$ cat src/rtl/ls_unit_q.sv
// ls_unit_q: queued load/store execution unit.
// Checks alignment, issues one memory access at a time, reports to the ROB.
module ls_unit_q #(
   parameter int DEPTH  = 2,
   parameter int ADDR_W = 32,
   parameter int TAG_W  = 4,
   parameter int NAME_W = 5
) (
   input  logic              clk,
   input  logic              rst,
   input  logic              flush,
   input  logic              in_valid,
   output logic              in_ready,
   input  logic              in_store,
   input  logic [2:0]        in_funct3,
   input  logic [ADDR_W-1:0] in_base,
   input  logic [ADDR_W-1:0] in_imm,
   input  logic [31:0]       in_wdata,
   input  logic [TAG_W-1:0]  in_tag,
   input  logic [NAME_W-1:0] in_name,
   input  logic              mem_free,
   input  logic              mem_done,
   input  logic [31:0]       mem_rdata,
   output logic              mem_req,
   output logic              mem_rw,
   output logic [ADDR_W-1:0] mem_addr,
   output logic [2:0]        mem_len,
   output logic [31:0]       mem_wdata,
   output logic              rob_en,
   output logic              rob_err,
   output logic [31:0]       rob_data,
   output logic [TAG_W-1:0]  rob_tag,
   output logic [NAME_W-1:0] rob_name,
   output logic              done
);

   localparam int PTR_W = $clog2(DEPTH);
   localparam int CNT_W = $clog2(DEPTH + 1);

   typedef struct packed {
      logic              store;
      logic [2:0]        funct3;
      logic [ADDR_W-1:0] base;
      logic [ADDR_W-1:0] imm;
      logic [31:0]       wdata;
      logic [TAG_W-1:0]  tag;
      logic [NAME_W-1:0] name;
   } req_t;

   typedef enum logic [1:0] {
      IDLE,
      ISSUE,
      WAIT
   } state_t;

   req_t              r_q [DEPTH];
   logic [PTR_W-1:0]  r_wr_ptr;
   logic [PTR_W-1:0]  r_rd_ptr;
   logic [CNT_W-1:0]  r_count;
   state_t            r_state;
   logic              r_killed;
   logic              r_rw;
   logic [ADDR_W-1:0] r_addr;
   logic [2:0]        r_len;
   logic [2:0]        r_funct3;
   logic [31:0]       r_wdata;
   logic [TAG_W-1:0]  r_tag;
   logic [NAME_W-1:0] r_name;

   req_t              w_in;
   req_t              w_head;
   logic              w_enq;
   logic              w_pop;
   logic              w_mis;
   logic [ADDR_W-1:0] w_addr;
   logic [2:0]        w_len;
   logic [31:0]       w_ext;

   assign in_ready = (r_count != CNT_W'(DEPTH));
   assign w_enq    = in_valid && in_ready && !flush;
   assign w_pop    = (r_state == IDLE) && (r_count != '0);
   assign w_head   = r_q[r_rd_ptr];
   assign w_addr   = w_head.base + w_head.imm;

   assign w_in.store  = in_store;
   assign w_in.funct3 = in_funct3;
   assign w_in.base   = in_base;
   assign w_in.imm    = in_imm;
   assign w_in.wdata  = in_wdata;
   assign w_in.tag    = in_tag;
   assign w_in.name   = in_name;

   // Head-of-queue size decode and alignment check.
   always_comb begin
      w_len = 3'b011;
      w_mis = 1'b0;
      unique case (1'b1)
         (w_head.funct3[1:0] == 2'b00): w_len = 3'b000;
         (w_head.funct3[1:0] == 2'b01): begin
            w_len = 3'b001;
            w_mis = w_addr[0];
         end
         default: begin
            w_len = 3'b011;
            w_mis = (w_addr[1:0] != 2'b00);
         end
      endcase
   end

   // Sign/zero extension of returned load data by the latched funct3.
   always_comb begin
      w_ext = mem_rdata;
      case (r_funct3)
         3'b000:  w_ext = {{24{mem_rdata[7]}}, mem_rdata[7:0]};
         3'b100:  w_ext = {24'd0, mem_rdata[7:0]};
         3'b001:  w_ext = {{16{mem_rdata[15]}}, mem_rdata[15:0]};
         3'b101:  w_ext = {16'd0, mem_rdata[15:0]};
         default: w_ext = mem_rdata;
      endcase
   end

   // Queue storage; contents need no reset, validity lives in r_count.
   always_ff @(posedge clk) begin
      if (w_enq) begin
         r_q[r_wr_ptr] <= w_in;
      end
   end

   // Queue pointers and occupancy; flush empties everything at once.
   always_ff @(posedge clk) begin
      if (!rst || flush) begin
         r_wr_ptr <= '0;
         r_rd_ptr <= '0;
         r_count  <= '0;
      end else begin
         if (w_enq) begin
            r_wr_ptr <= r_wr_ptr + PTR_W'(1);
         end
         if (w_pop) begin
            r_rd_ptr <= r_rd_ptr + PTR_W'(1);
         end
         case ({w_enq, w_pop})
            2'b10:   r_count <= r_count + CNT_W'(1);
            2'b01:   r_count <= r_count - CNT_W'(1);
            default: r_count <= r_count;
         endcase
      end
   end

   // Access FSM with registered memory and ROB outputs.
   always_ff @(posedge clk) begin
      if (!rst) begin
         r_state   <= IDLE;
         r_killed  <= 1'b0;
         r_rw      <= 1'b0;
         r_addr    <= '0;
         r_len     <= '0;
         r_funct3  <= '0;
         r_wdata   <= '0;
         r_tag     <= '0;
         r_name    <= '0;
         mem_req   <= 1'b0;
         mem_rw    <= 1'b0;
         mem_addr  <= '0;
         mem_len   <= '0;
         mem_wdata <= '0;
         rob_en    <= 1'b0;
         rob_err   <= 1'b0;
         rob_data  <= '0;
         rob_tag   <= '0;
         rob_name  <= '0;
         done      <= 1'b0;
      end else begin
         mem_req  <= 1'b0;
         rob_en   <= 1'b0;
         rob_err  <= 1'b0;
         rob_data <= '0;
         rob_tag  <= '0;
         rob_name <= '0;
         done     <= 1'b0;
         case (r_state)
            IDLE: begin
               if (w_pop && !flush) begin
                  if (w_mis) begin
                     rob_en   <= 1'b1;
                     rob_err  <= 1'b1;
                     done     <= 1'b1;
                     rob_tag  <= w_head.tag;
                     rob_name <= w_head.name;
                  end else begin
                     r_rw     <= w_head.store;
                     r_addr   <= w_addr;
                     r_len    <= w_len;
                     r_funct3 <= w_head.funct3;
                     r_wdata  <= w_head.wdata;
                     r_tag    <= w_head.tag;
                     r_name   <= w_head.name;
                     r_state  <= ISSUE;
                  end
               end
            end
            ISSUE: begin
               if (flush) begin
                  r_state <= IDLE;
               end else if (mem_free) begin
                  mem_req   <= 1'b1;
                  mem_rw    <= r_rw;
                  mem_addr  <= r_addr;
                  mem_len   <= r_len;
                  mem_wdata <= r_wdata;
                  r_state   <= WAIT;
               end
            end
            WAIT: begin
               if (mem_done) begin
                  done <= 1'b1;
                  if (!r_rw && !r_killed && !flush) begin
                     rob_en   <= 1'b1;
                     rob_data <= w_ext;
                     rob_tag  <= r_tag;
                     rob_name <= r_name;
                  end
                  mem_rw    <= 1'b0;
                  mem_addr  <= '0;
                  mem_len   <= '0;
                  mem_wdata <= '0;
                  r_killed  <= 1'b0;
                  r_state   <= IDLE;
               end else if (flush) begin
                  r_killed <= 1'b1;
               end
            end
            default: r_state <= IDLE;
         endcase
      end
   end

endmodule
$ cat config.mk
export PLATFORM = sky130hd
export DESIGN_NAME = ls_unit_q
export DESIGN_NICKNAME = d
export VERILOG_FILES = /design/src/rtl/ls_unit_q.sv
export SDC_FILE = /design/constraint.sdc
export NUM_CORES = 1
export LEC_CHECK = 0
export CORE_MARGIN = 2
export CORE_UTILIZATION = 57
export DETAILED_ROUTE_END_ITERATION = 6
export PLACE_DENSITY = 0.85
export SYNTH_ARGS = -nofsm -noshare
export SYNTH_HDL_FRONTEND = slang
export SYNTH_SLANG_ARGS = --single-unit
$ cat constraint.sdc
create_clock -name clk -period 12.8 [get_ports clk]
set_clock_uncertainty 0.05 [all_clocks]
set_input_delay 3.84 -clock clk [delete_from_list [all_inputs] [get_ports clk]]
set_output_delay 3.84 -clock clk [all_outputs]
set_load 0.1 [all_outputs]
Yosys cells after proc, flatten, opt, wreduce, memory -nomap -nowiden

Memories as Yosys holds them, arrays and structs flattened. A register that Yosys moved wholly into a read port is not among the register bits.
Cells that the tools add are included.

Bits in registers: 200
Bits in latches: 0
Bits in writable memories: 218
Bits in read-only memories: 0
Input bits: 147
Output and inout port bits: 114
Logic and storage cells: 122
Memories kept: 1

Memory list:

| memory | words | bits a word | rd ports | clocked after Yosys merged registers in | wr ports | line | RTL |
|---|---|---|---|---|---|---|---|
| r_q    | 2     | 109         | 1        | 1                                       | 1        | 56   | `req_t r_q [DEPTH];` |

$add $sub $neg: 5
$mul: 0
Divide/modulo/power cells: 0
Order comparisons: 0
Equal/unequal tests: 15
Shifts and indexed selects: 0
Multiplexer cells: 49
Bitwise operators: 3
Reductions and logical operators: 26

Operator list:

| operator                                            | number |
|---|---|
| 2-to-1 mux 32 bit                                   | 5 |
| case mux 32 bit (2 select lines)                    | 2 |
| case mux 32 bit (4 select lines)                    | 1 |
| adder 32 bit                                        | 1 |
| 2-to-1 mux 5 bit                                    | 4 |
| 2-to-1 mux 4 bit                                    | 4 |
| 2-to-1 mux 1 bit                                    | 15 |
| AND reduction 4 bit                                 | 3 |
| 2-to-1 mux 2 bit                                    | 5 |
| inequality test 2 bit, second input constant        | 5 |
| case mux 5 bit (2 select lines)                     | 1 |
| nonzero test 2 bit                                  | 5 |
| 2-to-1 mux 3 bit                                    | 3 |
| case mux 1 bit (2 select lines)                     | 4 |
| case mux 2 bit (2 select lines)                     | 2 |
| case mux 4 bit (2 select lines)                     | 1 |
| equality test 2 x 1 -> 1 bit, second input constant | 3 |
| equality test 3 bit, second input constant          | 2 |
| logical AND 1 bit                                   | 6 |
| case mux 2 bit (3 select lines)                     | 1 |
| case mux 3 bit (2 select lines)                     | 1 |
| equality test 2 bit, second input constant          | 2 |
| zero test 1 bit                                     | 4 |
| zero test 2 bit                                     | 2 |
| other kinds (12)                                    | 16 |

Longest topological paths before layout

Word-level depth: 6
Gate-level depth with buffers: 13
Gate-level depth less buffers: 10

Worst setup path before layout

OpenSTA, ideal clock, no wires.

Path type: in2reg
From: input flush
To: memory r_q[0][0] (netlist name) (enable)
Setup time: 0.579 ns
Arrival: 8.886 ns
Required time: 12.171 ns
Slack: 3.286 ns
Stages on the path: 3
Path buffers: 1
Cells stage by stage: clkbuf_1 nand3b_1 nor2_1

Longest elaborated chain between the ends: 4

RTL lines:

| what                                   | line | RTL |
|---|---|---|
| start, declared                        | 11   | `input logic flush,` |
| zero test 1 bit                        | 80   | `assign w_enq = in_valid && in_ready && !flush;` |
| logical AND 1 bit                      | 80   |  |
| 2-to-1 mux 1 bit                       | 124  | `if (w_enq) begin` |
| 2-to-1 mux 1 bit (implied by the code) | 125  | `r_q[r_wr_ptr] <= w_in;` |
| end, declared                          | 56   |  |

No other way between the ends.

Worst setup path in the final report

From: input flush
To: memory r_q[1][34] (netlist name) (enable)

The elaborated chain is that of the path after synthesis.

==> run summary <==
cell with the most instances after synthesis: edfxtp_1
CP startpoint: flush
DP HPWL: 25400 µm
Fill cells: 1735
Power Total: 2.87 mW
post-layout minimum cycle time: 6.73 ns
Post-CTS Setup Inserts: 0
most instantiated cells after synthesis: edfxtp_1 (218), dfxtp_1 (198), a21oi_1 (97), nor2_1 (97), nand2_1 (84)
total clock sinks: 416
Horiz. Die Dim: 171 µm
Ports: 261
Routability Congestion: 0.928
syn avg cell area: 13.0 µm²
status: finished, final reports clean
area fraction of the dominant cell type after synthesis: 0.414
DRT met1 WL: 14800 µm
# setup viols final: 0
Area contributors post-synth: edfxtp_1 (41%), dfxtp_1 (25%), mux2_2 (4.5%)
drt via density: 5.72
DIE AREA: 29100 µm²
pre-CTS setup slack: 5.49 ns
max-slew violations: 0
post-synthesis register bit count: 416
number of synthesized flops with an enable pin: 218
cts bufs inserted: 41
Cells after Synth: 1219
Rows: 60
Leak: 6.89 nW
TNS Setup: 0 ns
first-pass GRT wire length: 57300 µm
CP cell instances: clkdlybuf4s50_1, nand3b_1, nor2_4, buf_4
Core Footprint: 27100 µm²
max-cap violations: 0
type of element capturing the critical path: flop
WL/cell: 20.0 µm
CTS tree: built
met2 wire length: 18700 µm
Routed Antenna Nets: 0
largest net degree at the start of global routing: 83
worst hold-check path type: reg -> reg
PwrDens: 143 nW/µm²
CTS root buf: clkbuf_16
CP top delay family: buffers and inverters
drt initial violations: 734
Max Buffers Root-to-Sink: 3
DRC viols: 0
Max Freq: 149 MHz
initial antenna violation count: 5
Top Layer Used: met5
Util after Layout: 0.742
detailed-route via count: 10700
sequential area share after synthesis: 0.664
WP data arrival: 6.83 ns
clock latency on the worst-skew pair: 0.53 ns
mapped cell area: 15800 µm²
slowest CP cell: nor2_4
total track usage: 0.254
Initial Utilization: 0.584
routed wl met3: 2750 µm
CP max FO: 72
Least-Margin Pin Slew: 1.11 ns
Final nets: 1646
synth unique cells: 57
Final Hold Vio Count: 0
Primary FF master, synth: edfxtp_1
Worst path max stage delay: 0.93 ns
RSZ-0062 raised after global routing: false
IR drop worst, VDD: 0.119 mV
Die Y: 171 µm
synthesis warning total: 0
worst path bufs/invs: 2
Port Buffers: 259
number of global-route vias before repair: 10800
CTS Hold Bufs: 0
TritonRoute pass-1 iters: 7
Final period util: 0.526
Clock H-tree levels: 2
post-CTS resize count: 0
Overflow after GRT: 0
Post-synth ARST share: 0
Worst-path clk slew: 0.06 ns
Setup crit start kind: input port
Yosys top cell by area: edfxtp_1
Slew headroom: 0.257
layout cells sized above 1: 0.104
Critical Setup Path Class: in -> reg
Synth-to-Final Area Change: 27.1%
CP required: 12.90 ns
hold_sp: r_addr[20]
Final WS setup: 6.07 ns
Syn Nets: 1399
Post-Route WL: 37500 µm
worst reg2reg max path, cell delays in order, from the launching register on:
cell	delay, ns
dfxtp_4	0.85
buf_4	0.82
mux2_2	0.45
a21o_1	0.22
a211oi_4	0.25
buf_4	0.34
buf_4	0.72
nor2_1	0.40
a32o_1	0.28
flip-flops by register name, indices dropped and copies added (netlist names), 2 cells and up, named ones only:
| name | count |
|---|---|
| r_addr | 32 |
| rob_tag | 4 |
| r_tag | 4 |
| r_count | 2 |
| r_name | 5 |
| mem_wdata | 32 |
| rob_name | 5 |
| r_q | 218 |
| r_wdata | 32 |
| r_funct3 | 3 |
| r_state | 2 |
| mem_len | 2 |
| rob_data | 32 |
| mem_addr | 32 |
cells by family (layout without fill, tap and decap cells):
family                     count (synthesis)  in the layout  share of synthesized area
adders and majority gates                 33             33                     0.0266
muxes                                    108            108                     0.0733
DFF                                      416            416                      0.664
xor gates and xnor gates                  24             24                     0.0133
AOI/OAI and AO/OA                        303            303                      0.131
other                                      1              3                   0.000237
buffers and inverters                     80            359                     0.0195
and+or+nand+nor                          254            254                     0.0721
layout by cell type, fill, tap and decap left out, types with 3 or more instances in the layout:
master           instances
a211oi_1                51
a21o_1                  11
a21oi_1                 97
a22o_1                  65
a31oi_1                  3
and2_1                   3
and3_1                  15
buf_4                   13
clkbuf_1                 6
clkbuf_16               45
clkbuf_8                 8
clkdlybuf4s50_1        259
clkinv_2                 9
dfxtp_1                197
edfxtp_1               218
ha_1                    32
inv_1                   11
mux2_2                  63
mux2i_1                 45
nand2_1                 84
nand2b_1                 4
nand3_1                  8
nand3b_1                 4
nand4_1                  3
nor2_1                  94
nor2_4                   3
nor2b_1                  3
nor3_1                  10
nor4_1                   4
o211ai_1                 4
o21a_1                   8
o21ai_0                 36
o21bai_1                 6
o31ai_1                  3
or3_1                    8
xnor2_1                 18
xor2_1                   6
cell type report:
cell class,instances,area [µm²],share of cell area
multi-input combinational,723,5030,0.250
clock buffer,61,1270,0.0632
tap,372,465,0.0232
antenna,2,5.00,0.000249
sequential,416,10500,0.523
inverter,12,45.0,0.00224
clock inverter,14,83.8,0.00417
timing repair buffer,272,2690,0.134
path summary, 6_finish.rpt:
check               end  slack (ns)  cells past startpoint
max          r_q[1][34]        6.07                      4
min          r_addr[20]        0.40                      2
max reg2reg  r_addr[30]        8.30                      8
min reg2reg  r_addr[20]        0.40                      2
layer usage:
layer / global-route usage / vias to the layer above
met5: 0 / -
met4: 0.0881 / 6
met3: 0.0578 / 82
met2: 0.446 / 387
met1: 0.308 / 5184
li1: - / 5058
stage by stage:
| step | hold WS [ns] | area [µm²] | std cells |
|---|---|---|---|
| after floorplan | 0.375 | 15800 | 1219 |
| after global placement | 0.389 | 18700 | 1795 |
| after detailed placement | 0.396 | 18700 | 1795 |
| after CTS | 0.403 | 20100 | 1870 |
| after global routing | 0.411 | 20100 | 1871 |
| final | 0.399 | 20100 | 1872 |
where the power goes:
part	internal [mW]	leakage [nW]	switching, mW
combinational	0.110	2.61	0.136
clock	0.691	0.682	0.485
sequential	1.43	3.60	0.0138
Note: power is estimated with default switching activity, not from simulation.
==> RTL edit 1 (same settings) <==
Set the parameter `TAG_W` to 3 (it was 4).
--- a/src/rtl/ls_unit_q.sv
+++ b/src/rtl/ls_unit_q.sv
@@ -5,3 +5,3 @@
    parameter int ADDR_W = 32,
-   parameter int TAG_W  = 4,
+   parameter int TAG_W  = 3,
    parameter int NAME_W = 5
Ports: changed (resized in_tag and rob_tag); port bits go from 261 to 259. No check against the original RTL was run, so the function may have changed too.
==> RTL edit 1 against the original RTL <==
Synthesized area rose by 0.81%. Setup slack better by 18 ps. Sequential cell count fell by 4. Design area barely moved. Wire length about the same. Count of clock-buffer cells in the layout down 12. Power fell by 0.53%. Critical endpoint is now r_q[0][105].
==> RTL edit 1: results (changes against the original RTL) <==
Met2 wire length: 18,300 um (-2.4%)
Slowest-stage cell, CP: buf_4
Syn Nets: 1,408 (+0.64%)
Drt initial violations: 730 (-0.54%)
Clock buf count: 49 (-20%)
Largest net degree at the start of global routing: 78 (-6.0%)
Hpwl dp: 24,200 um (-4.6%)
Cells on worst reg2reg path: 11 (+3)
Maximum fanout along the worst path: 77 (+6.9%)
Total CTS buffers: 40 (-2.4%)
Yosys reg bits: 412 (-0.96%)
Via count of the first global-routing pass: 10,800 (-0.074%)
Fraction of synthesized area in multiplexers: 0.0734 (about the same)
Nonclk inv count: 8 (-4)
Outcome: finished, final reports clean
# fillers: 1,814 (+4.6%)
Placed Cells: 1,793 (-0.11%)
First-pass iteration count of the detailed router: 5 (-2)
Synth top cells by count: edfxtp_1, dfxtp_1, nor2_1
Dpl ws: 5560 ps (+67.9 ps)
DRT met1 WL: 14,900 um (+0.26%)
Placed Instance Area: 18,800 sq um (+0.13%)
Met2 Use GR: 0.431 (-0.0151)
Global-route wire length before repair: 57,200 um (-0.17%)
Area taken by flip-flops and latches: 10,400 sq um (-0.95%)
Routability cong.: 0.887 (-4.3%)
Max Used Layer: met4
Well tap count: 378 (+1.6%)
Vias per cell: 5.79 (+1.1%)
Fraction of area in multi-input gates: 0.258 (+0.00811)
Post-synth EDFFs: 216 (-0.92%)
Nets: 1,636 (-0.61%)
ClkCell Share: 0.0659 (-0.00152)
Synth cell types: 73 (+28%)
Leak: 6.93 nW (+0.54%)
GRT Overall Usage: 0.251 (-0.00265)
Seq/Total Area, Yosys: 0.653 (-0.0116)
Worst VDD drop: 118 uV (-1.5%)
Buffering overhead: 0.133 (-0.00129)
Number of inserted diodes: 0 (-2)
Share of cells above drive strength 1: 0.110 (+0.00540)
Buffers, non-clock: 269 (-1.1%)
Per-cell routed wire length: 20.1 um (+0.24%)
Met3 GRT Util: 0.0578 (-0.0000760)
Met3 Wirelength: 3120 um (+13%)
Worst-Margin Slew: 1130 ps (+22.0 ps)
GRT met1 Usage: 0.313 (+0.00516)
Gate Count Post-Synth: 1,229 (+0.82%)
Initial antenna violation count: 0 (-5)
Hold Path Origin: r_addr[22]
Synth top area cells: edfxtp_1, dfxtp_1, mux2_2
RTL edit 1: worst paths after layout:
path	to	slack (ps)
max	r_q[0][105]	6090
min	r_addr[22]	400
max reg2reg	r_addr[19]	7920
min reg2reg	r_addr[22]	400
RTL edit 1: cells by family (layout without fill, tap and decap cells):
| kind of cell | count (synthesis) | after routing |
|---|---|---|
| flip-flops | 412 | 412 |
| AO/OA/AOI/OAI | 310 | 310 |
| AND/OR/NAND/NOR | 255 | 255 |
| multiplexers | 109 | 109 |
| buffers and inverters | 91 | 350 |
| adder cells (fa/ha/maj) | 33 | 33 |
| XOR/XNOR | 18 | 18 |
| other | 1 | 1 |
RTL edit 1: power by group:
part / internal [mW] / switching, mW / leakage (nW)
clock network: 0.677 / 0.493 / 0.630
logic: 0.110 / 0.140 / 2.74
registers: 1.42 / 0.0133 / 3.56
total: 2.21 / 0.647 / 6.93
RTL edit 1: worst max-delay path, delay by kind of cell:
kind,cells,cell delay (ps)
AND/OR/NAND/NOR,2,1260
buffers and inverters,2,1530
==> RTL edit 2 (same settings) <==
Made on the original files. Make the reset (`rst`) asynchronous in one clocked block.
--- a/src/rtl/ls_unit_q.sv
+++ b/src/rtl/ls_unit_q.sv
@@ -150,3 +150,3 @@
    // Access FSM with registered memory and ROB outputs.
-   always_ff @(posedge clk) begin
+   always_ff @(posedge clk or negedge rst) begin
       if (!rst) begin
Function: differs if rst is asserted again (counterexample within 4 cycles, from zero or initial values and one cycle with rst low); with rst held inactive, the same outputs for 4 cycles.
==> RTL edit 2 against the original RTL <==
Sequential cell count unchanged. Synthesized area increased by 4.6%. Design area increased by 4.4%. Non-clock buffer count decreased by 4. Global-route usage decreased by 1.5 points. Hold slack improved by 27 ps. Setup slack improved by 380 ps. Maximum frequency increased by 5.9%. First-iteration DRC count decreased by 2.7%. Wire length decreased by 2.9%.
Power is not compared: it rests on default switching activity, and its combinational part moved more than twofold at a synthesized area within 25%.
==> RTL edit 2: results (changes against the original RTL) <==
Met3 Wirelength: 2490 um (-9.6%)
DRT met1 WL: 14,400 um (-2.9%)
Post-synth EDFFs: 218 (unchanged)
Nets: 1,603 (-2.6%)
Max-Slew Margin vs Limit: 0.261 (+0.00367)
Biggest register: r_q
First-pass iteration count of the detailed router: 5 (-2)
# fillers: 1,773 (+2.2%)
Dpl ws: 5930 ps (+435 ps)
Critical path origin: flush
Crit-path max cell delay: 760 ps (-170 ps)
Worst EP arrival: 6460 ps (-370 ps)
Hpwl dp: 23,400 um (-7.9%)
Seq/Total Area, Yosys: 0.694 (+0.0292)
Number of inserted diodes: 0 (-2)
Synth top cells by count: edfxtp_1, dfrtp_1, nand2_1
Outcome: finished, final reports clean
Met2 wire length: 18,500 um (-1.0%)
Hold Path Origin: r_name[3]
Routability cong.: 0.972 (+4.8%)
Power share of the sequential group: 0.459
Vias per cell: 5.71 (-0.27%)
Drt initial violations: 714 (-2.7%)
Global-route wire length before repair: 56,800 um (-0.79%)
Placed Instance Area: 19,500 sq um (+4.0%)
Slowest-stage cell, CP: buf_4
Hold endpoint: rob_name[3]
Maximum fanout along the worst path: 60 (-17%)
Post-Route WL: 36,400 um (-2.9%)
Initial antenna violation count: 1 (-4)
Cells on worst reg2reg path: 7 (-1)
Register-to-Register Setup Slack: 8570 ps (+270 ps)
Worst VDD drop: 107 uV
Largest net degree at the start of global routing: 125 (+51%)
Met3 GRT Util: 0.0455 (-0.0123)
Critical R2R Capture: r_funct3[1]
Share of cells above drive strength 1: 0.113 (+0.00850)
GRT Overall Usage: 0.238 (-0.0154)
Async SR Flop Fraction: 0.464 (+0.464)
Synth cell types: 63 (+11%)
Synth top area cells: edfxtp_1, dfrtp_1, mux2_2
Critical Path Sink: r_q[0][90]
Via count of the first global-routing pass: 10,600 (-1.8%)
Met2 Use GR: 0.416 (-0.0307)
Share of the clock period used by the worst path: 0.496 (-0.0294)
Max Root-Sink Buffers: 3 (unchanged)
GRT met1 Usage: 0.304 (-0.00428)
Syn Nets: 1,356 (-3.1%)
Max Used Layer: met4
## RTL edit 2: area by class of cell
type	count	share of cell area
clock buffers	53	0.0575
well taps	384	0.0229
repair buffers	268	0.127
flip-flops and latches	416	0.547
multi-input cells	671	0.227
inverters	25	0.00447
clock inverters	23	0.0140
## RTL edit 2: kinds of logic after synthesis
group,Yosys count,synth area share
fa+ha+maj,33,0.0254
compound gates,297,0.116
buf+inv,89,0.0213
xor+xnor,32,0.0169
flops,416,0.694
other cells,1,0.000227
simple gates,195,0.0527
mux,113,0.0734
## RTL edit 2: per-stage QoR
step / util / hold WS [ps] / std cells
finish: 0.733 / 427 / 1840
global route: 0.733 / 452 / 1840
CTS: 0.733 / 434 / 1840
detailed placement: 0.681 / 420 / 1764
global placement: 0.681 / 411 / 1764
floorplan: - / 387 / 1176
## RTL edit 2: worst reg2reg max path, stage by stage (launching register included)
cell and delay [ps]:
dfxtp_4 890, mux2_2 450, ha_1 240, fa_1 530
a22oi_1 210, nand2_4 500, buf_4 800, mux2_2 450
